**src/rtl/red_seq_reducer.sv**
```systemverilog
// Multi-cycle lane-reduction unit: sums every LANE_W lane of a and b, one lane pair per cycle.
// Optional RED_UNSIGNED_EN adds in_unsigned to select zero- instead of sign-extension.
module red_seq_reducer #(
    parameter int unsigned DATA_W = 16,
    parameter int unsigned LANE_W = 8
) (
    input  logic              clk,
    input  logic              rst_n,
    input  logic              in_valid,
    output logic              in_ready,
    input  logic [DATA_W-1:0] a,
    input  logic [DATA_W-1:0] b,
`ifdef RED_UNSIGNED_EN
    input  logic              in_unsigned,
`endif
    output logic              out_valid,
    input  logic              out_ready,
    output logic [DATA_W-1:0] sum,
    output logic              busy
);

    localparam int unsigned LANES = DATA_W / LANE_W;
    localparam int unsigned ACC_W = LANE_W + $clog2(2 * LANES) + 1;
    localparam int unsigned CNT_W = $clog2(LANES);

    typedef enum logic [1:0] {
        S_IDLE,
        S_ACC,
        S_DONE
    } state_t;

    state_t              state;
    logic [DATA_W-1:0]   a_r;
    logic [DATA_W-1:0]   b_r;
    logic [ACC_W-1:0]    acc;
    logic [ACC_W-1:0]    acc_nxt;
    logic [CNT_W-1:0]    lane_cnt;
    logic                uns_r;
    logic [LANE_W-1:0]   lanes_a [LANES];
    logic [LANE_W-1:0]   lanes_b [LANES];

    function automatic logic [ACC_W-1:0] ext_lane(input logic [LANE_W-1:0] x, input logic u);
        if (u) return ACC_W'(x);
        else   return ACC_W'($signed(x));
    endfunction

    function automatic logic [DATA_W-1:0] ext_sum(input logic [ACC_W-1:0] x, input logic u);
        if (u) return DATA_W'(x);
        else   return DATA_W'($signed(x));
    endfunction

    for (genvar i = 0; i < LANES; i++) begin : g_lanes
        assign lanes_a[i] = a_r[i*LANE_W +: LANE_W];
        assign lanes_b[i] = b_r[i*LANE_W +: LANE_W];
    end

`ifndef RED_UNSIGNED_EN
    assign uns_r = 1'b0;
`endif

    // One lane pair folded into the running total per ACC cycle
    always_comb begin
        acc_nxt = acc + ext_lane(lanes_a[lane_cnt], uns_r) + ext_lane(lanes_b[lane_cnt], uns_r);
    end

    always_ff @(posedge clk or negedge rst_n) begin
        if (!rst_n) begin
            state     <= S_IDLE;
            a_r       <= '0;
            b_r       <= '0;
            acc       <= '0;
            lane_cnt  <= '0;
            in_ready  <= 1'b1;
            out_valid <= 1'b0;
            busy      <= 1'b0;
            sum       <= '0;
`ifdef RED_UNSIGNED_EN
            uns_r     <= 1'b0;
`endif
        end else begin
            case (state)
                S_IDLE: begin
                    if (in_valid) begin
                        a_r      <= a;
                        b_r      <= b;
`ifdef RED_UNSIGNED_EN
                        uns_r    <= in_unsigned;
`endif
                        acc      <= '0;
                        lane_cnt <= '0;
                        in_ready <= 1'b0;
                        busy     <= 1'b1;
                        state    <= S_ACC;
                    end
                end
                S_ACC: begin
                    acc      <= acc_nxt;
                    lane_cnt <= lane_cnt + CNT_W'(1);
                    // Result is registered as the last lane pair is added
                    if (lane_cnt == CNT_W'(LANES - 1)) begin
                        sum       <= ext_sum(acc_nxt, uns_r);
                        out_valid <= 1'b1;
                        state     <= S_DONE;
                    end
                end
                S_DONE: begin
                    if (out_ready) begin
                        out_valid <= 1'b0;
                        busy      <= 1'b0;
                        in_ready  <= 1'b1;
                        state     <= S_IDLE;
                    end
                end
                default: state <= S_IDLE;
            endcase
        end
    end

endmodule

```
**config.mk**
```make
export PLATFORM = sky130hd
export DESIGN_NAME = red_seq_reducer
export DESIGN_NICKNAME = d
export VERILOG_FILES = /design/src/rtl/red_seq_reducer.sv
export SDC_FILE = /design/constraint.sdc
export NUM_CORES = 1
export LEC_CHECK = 0
export BUFFER_PORTS_ARGS = -buffer_cell sky130_fd_sc_hd__clkbuf_2
export CAP_MARGIN = 20
export CORE_ASPECT_RATIO = 0.75
export CORE_MARGIN = 2
export CORE_UTILIZATION = 30
export DETAILED_ROUTE_END_ITERATION = 12
export GPL_TIMING_DRIVEN = 0
export PLACE_DENSITY = 0.47
export SYNTH_ARGS = -nofsm -noshare
export SYNTH_HDL_FRONTEND = slang
export SYNTH_SLANG_ARGS = --single-unit
```
**constraint.sdc**
```tcl
create_clock -name clk -period 7.3 [get_ports clk]
set_clock_uncertainty 0.1 [all_clocks]
set_input_delay 0.365 -clock clk [delete_from_list [all_inputs] [get_ports clk]]
set_output_delay 0.365 -clock clk [all_outputs]
set_load 0.1 [all_outputs]
```
== Yosys cells after proc, flatten, opt, wreduce, memory -nomap -nowiden ==
Cells that the tools add are included.

* Bits in registers: 60
* Input port bits: 36

* $add $sub $neg: 3
* Magnitude comparators: 1
* Eq/ne operators: 5
* Muxes and demuxes: 21
* Bitwise logic cells: 1
* Reductions and logical operators: 10

{| class="wikitable"
|+ Operator list
! cell !! count
|-
| $mux W8 || 6
|-
| $add A11 B11 Y11 || 2
|-
| $pmux W11 S2 || 1
|-
| $mux W11 || 1
|-
| $reduce_and A3 Y1 || 3
|-
| $pmux W1 S2 || 4
|-
| $mux W2 || 3
|-
| $ne A2 B2 Y1 const B || 3
|-
| $pmux W2 S3 || 1
|-
| $reduce_and A2 Y1 || 3
|-
| $reduce_bool A2 Y1 || 3
|-
| $mux W1 || 5
|-
| $eq A2 B1 Y1 const B || 1
|-
| $eq A2 B2 Y1 const B || 1
|-
| $ge A2 B2 Y1 const B || 1
|-
| $logic_not A2 Y1 || 1
|-
| $not A1 Y2 || 1
|-
| $add A1 B1 Y1 const B || 1
|}

== Longest topological paths before layout ==
* Depth after elaboration: 7
* Mapped depth: 13

== Worst setup path after synthesis ==
Ideal clock, no wire load.

* Path type: register to register
* Start point: register lane_cnt
* End point: register sum[9]
* Library setup time: 0.071 ns
* Arrival: 2.887 ns
* Required time: 7.129 ns
* Slack: 4.243 ns
* Stages on the path, launching flop included: 14
* Buffers on the path: 2
* Cells stage by stage: dfrtp_1 buf_2 buf_1 mux2i_1 fa_1 inv_1 ha_1 inv_1 fa_1 nand2b_1 a21oi_1 o211ai_1 a211o_1 nand3_1

* Word-level cells in the longest chain between the ends: 6

{| class="wikitable"
|+ RTL lines
! what !! RTL line !! source
|-
| from (decl) || 37 || <nowiki>logic [CNT_W-1:0] lane_cnt;</nowiki>
|-
| from (signal assigned) || 98 || <nowiki>lane_cnt <= lane_cnt + CNT_W'(1);</nowiki>
|-
| $not A1 Y2 (implied by the code) || 63 || <nowiki>acc_nxt = acc + ext_lane(lanes_a[lane_cnt], uns_r) + ext_lane(lanes_b[lane_cnt], uns_r);</nowiki>
|-
| $mux W8 (implied by the code) (3 in series) || 63 ||
|-
| $add A11 B11 Y11 (2 in series) || 63 ||
|-
| to (signal assigned) || 101 || <nowiki>sum <= ext_sum(acc_nxt, uns_r);</nowiki>
|-
| to (decl) || 18 || <nowiki>output logic [DATA_W-1:0] sum,</nowiki>
|}

Parallel ways exist; a longest one is shown, timed or not. The select of a mux whose other input is x is not followed.
A chain may end at the register's enable or synchronous reset.

== Worst setup path in the final report ==
* Start point: register lane_cnt
* End point: register acc[9]

* Word-level cells in the longest chain between the ends: 7

{| class="wikitable"
|+ RTL lines
! what !! RTL line !! source
|-
| $not A1 Y2 (implied by the code) * || 63 ||
|-
| $mux W8 (implied by the code) (3 in series) || 63 ||
|-
| $add A11 B11 Y11 || 63 ||
|-
| $add A11 B11 Y11 * || 63 ||
|-
| $pmux W11 S2 * || 81 || <nowiki>case (state)</nowiki>
|-
| to (signal assigned) || 97 || <nowiki>acc <= acc_nxt;</nowiki>
|-
| to (decl) || 35 || <nowiki>logic [ACC_W-1:0] acc;</nowiki>
|}

Every way passes the cells marked *; elsewhere a longest branch is shown, timed or not. The select of a mux whose other input is x is not followed.

==> key figures <==
Critical path
  • CP Cell Sequence: buf_2, buf_1, mux2i_1, fa_1, inv_1, ha_1, inv_1, fa_1, nand2b_1, a21oi_1, o211ai_1, a211o_1, nand3_1
  • Worst r2r dst: acc[9]$_DFFE_PN0P_
  • Worst Setup End Kind: flip-flop
  • Max incr delay on CP: 0.57 ns
  • CP max FO: 10
  • R2r setup slk: 3.63 ns
  • Setup crit start kind: flip-flop
  • Worst r2r src: lane_cnt$_DFFE_PN0P_
  • Slowest CP cell: buf_1
  • CP arrival: 3.83 ns
  • Worst reg2reg path depth: 13
  • WP data required: 7.46 ns
  • Crit Path Category: reg -> reg

Job
  • Max Cap Viol: 0

Global route
  • Initial antenna violation count: 0
  • Total Routing Usage GR: 14.25%
  • First-pass GRT wire length: 11780 um
  • Largest net degree at the start of global routing: 61
  • Total grt overflow: 0
  • Vias in the first global route: 2169

Floorplanning
  • Chip width: 121.6 um
  • Core area: 10210 um2
  • Core Rows: 32
  • Top-Level Pins: 55
  • Starting density of the core: 30.49%
  • Die height: 92.22 um
  • Die area: 11220 um2

Clocking
  • Clock tree buffer depth: 2
  • Cts bufs inserted: 9
  • H-tree depth: 3
  • Clk sinks: 60
  • Worst-path clk slew: 0.05 ns
  • Insertion delay to the later sink of the worst-skew pair: 0.32 ns
  • Post-CTS setup repair buffer count: 0
  • PostCTS Resize Cnt: 0
  • Hold_buf cts: 0
  • CTS tree: built
  • Clk root buf: clkbuf_16

Finish
  • Area Overhead vs Synth: 23.51%
  • Commonest non-fill, non-tap cell in the layout: dfrtp_1
  • Post-layout util: 37.66%
  • Number of diodes: 0
  • FILL cells: 1020
  • Final #Nets: 384
  • Most frequent cells in the layout: dfrtp_1 (59), clkbuf_2 (53), mux2_1 (29)
  • Final Cell Area: 3845 um2
  • Share of cells above drive strength 1: 29.52%

Yosys
  • Simple-gate share of the synthesized area: 8.079%
  • Yosys cell types: 37
  • Synth Area in XOR/XNOR: 2.693%
  • Synth Area in Compound Gates: 8.722%
  • Total nets after synthesis: 319
  • Post-synthesis mux area share: 17.64%
  • Seq cells post-synth: 60
  • Yosys Warn Count: 0
  • Netlist Area Pre-Place: 3113 um2
  • Average size of a mapped cell: 11.84 um2
  • Part of the Yosys area used for sequential elements: 48.27%
  • Syn Inst Count: 263
  • Synth Area in Adders: 10.69%
  • Main combinational cell family by area after synthesis: multiplexers

Timing
  • Final cycle utilization of the critical path: 50.33%
  • Final Critical Period: 3.674 ns
  • RSZ-0062 raised after global routing: false
  • Max-slew violation count: 0
  • Post-route setup TNS: 0 ns
  • Relative max-transition margin: 42.67%
  • Maximum clock frequency: 272.2 MHz
  • Slew @ Worst Pin: 0.8600 ns
  • Final setup vio count: 0
  • Final Hold Viols: 0

Detailed routing
  • Post-route DRC: 0
  • Routed len/inst: 15.27 um
  • Vias: 2178
  • Drt first pass iters: 4
  • DR vias/cell: 4.654
  • Drt first-iter violations: 106
  • Final ANT Viol Nets: 0
  • Final WL: 7145 um

Placement
  • Final Wtd Congestion: 0.8257
  • DP HPWL: 5174 um
  • I/O Buffers: 54
  • DP Area: 3556 um2

Run status
  • Status: completed

Min path
  • Worst hold path class: in -> async
==> layer usage <==
metal	vias up	routed length [um]	track usage, %
met5	-	0	0
met4	0	19	4.023
met3	2	503	5.100
met2	56	2994	19.24
met1	1065	3628	21.20
li1	1055	-	-
==> logic make-up (layout without fill, tap and decap cells) <==
logic type | Yosys count | count (layout)
flops | 60 | 60
fa+ha+maj | 20 | 20
simple gates | 53 | 53
buf+inv | 26 | 95
compound gates | 47 | 47
mux | 49 | 49
xor+xnor | 8 | 8
==> metrics by stage <==
stage                     hold slack, ns  cells  setup WS, ns
after floorplan                 -0.03059    263         4.243
after global placement            0.3674    453         3.576
after detailed placement          0.3769    453         3.571
after CTS                         0.1109    468         3.547
after global routing              0.1419    468         3.342
final                            0.07684    468         3.626
==> critical path, delay by kind of cell (launching register included) <==
| kind | cells | cell delay [ns] |
|---|---|---|
| adders and majority gates | 3 | 1.00 |
| and+or+nand+nor | 2 | 0.25 |
| DFF | 1 | 0.37 |
| muxes | 1 | 0.21 |
| AOI/OAI and AO/OA | 3 | 0.66 |
| buffers and inverters | 4 | 1.02 |
==> synth_stat cells <==
| master | number | area [um2] |
|---|---|---|
| dfrtp_1 | 59 | 1476 |
| mux2_1 | 29 | 326.6 |
| mux2_2 | 18 | 202.7 |
| nand3_1 | 18 | 90.09 |
| nand2_1 | 17 | 63.81 |
| o21ai_0 | 14 | 70.07 |
| a21oi_1 | 12 | 60.06 |
| fa_1 | 11 | 220.2 |
| ha_1 | 9 | 112.6 |
| inv_1 | 8 | 30.03 |
| nor2_1 | 7 | 26.28 |
| o21ai_1 | 7 | 35.03 |
| clkbuf_1 | 6 | 22.52 |
| xor2_1 | 6 | 52.55 |
| buf_4 | 5 | 37.54 |
| nand4_1 | 5 | 31.28 |
| buf_2 | 4 | 20.02 |
| a21o_1 | 3 | 22.52 |
| a211o_1 | 2 | 17.52 |
| a211oi_1 | 2 | 15.01 |
| inv_2 | 2 | 7.510 |
| mux2i_1 | 2 | 20.02 |
| nand2b_1 | 2 | 12.51 |
| o211ai_1 | 2 | 15.01 |
| a31oi_1 | 1 | 6.260 |
| and3_1 | 1 | 6.260 |
| buf_1 | 1 | 3.750 |
| dfstp_2 | 1 | 26.28 |
| nor2b_1 | 1 | 6.260 |
| nor4b_1 | 1 | 8.760 |
| o21bai_1 | 1 | 7.510 |
| o22ai_1 | 1 | 6.260 |
| o31a_1 | 1 | 8.760 |
| o31ai_1 | 1 | 7.510 |
| or3_1 | 1 | 6.260 |
| xnor2_1 | 1 | 8.760 |
| xnor3_1 | 1 | 22.52 |
==> area by class of cell <==
class | count | area (um2) | share of cell area (%)
Sequential cell | 60 | 1503 | 39.08
Multi-Input combinational cell | 177 | 1489 | 38.72
Clock buffer | 14 | 284.0 | 7.387
Timing Repair Buffer | 54 | 272.8 | 7.094
Tap cell | 136 | 170.2 | 4.426
Buffer | 16 | 83.83 | 2.180
Inverter | 10 | 37.54 | 0.9762
Clock inverter | 1 | 5.005 | 0.1302
==> worst max-delay path by stage <==
stage | startpoint | end | slack, ns | cells past startpoint
final | lane_cnt$_DFFE_PN0P_ | acc[9]$_DFFE_PN0P_ | 3.63 | 13
after global routing | lane_cnt$_DFFE_PN0P_ | sum[7]$_DFFE_PN0P_ | 3.34 | 13
after CTS | lane_cnt$_DFFE_PN0P_ | sum[9]$_DFFE_PN0P_ | 3.55 | 13
after detailed placement | lane_cnt$_DFFE_PN0P_ | sum[9]$_DFFE_PN0P_ | 3.57 | 13
after global placement | lane_cnt$_DFFE_PN0P_ | sum[9]$_DFFE_PN0P_ | 3.58 | 13
after floorplan | lane_cnt$_DFFE_PN0P_ | sum[9]$_DFFE_PN0P_ | 4.24 | 13
==> state kept, by name, indices dropped and copies added (netlist names) <==
name       cells
acc           11
b_r           16
sum           11
out_valid      1
in_ready       1
state          2
a_r           16
busy           1
lane_cnt       1
Power is left out: the tool's default activity adds up to more than one toggle a clock period on the data nets, which glitch-free logic cannot reach.
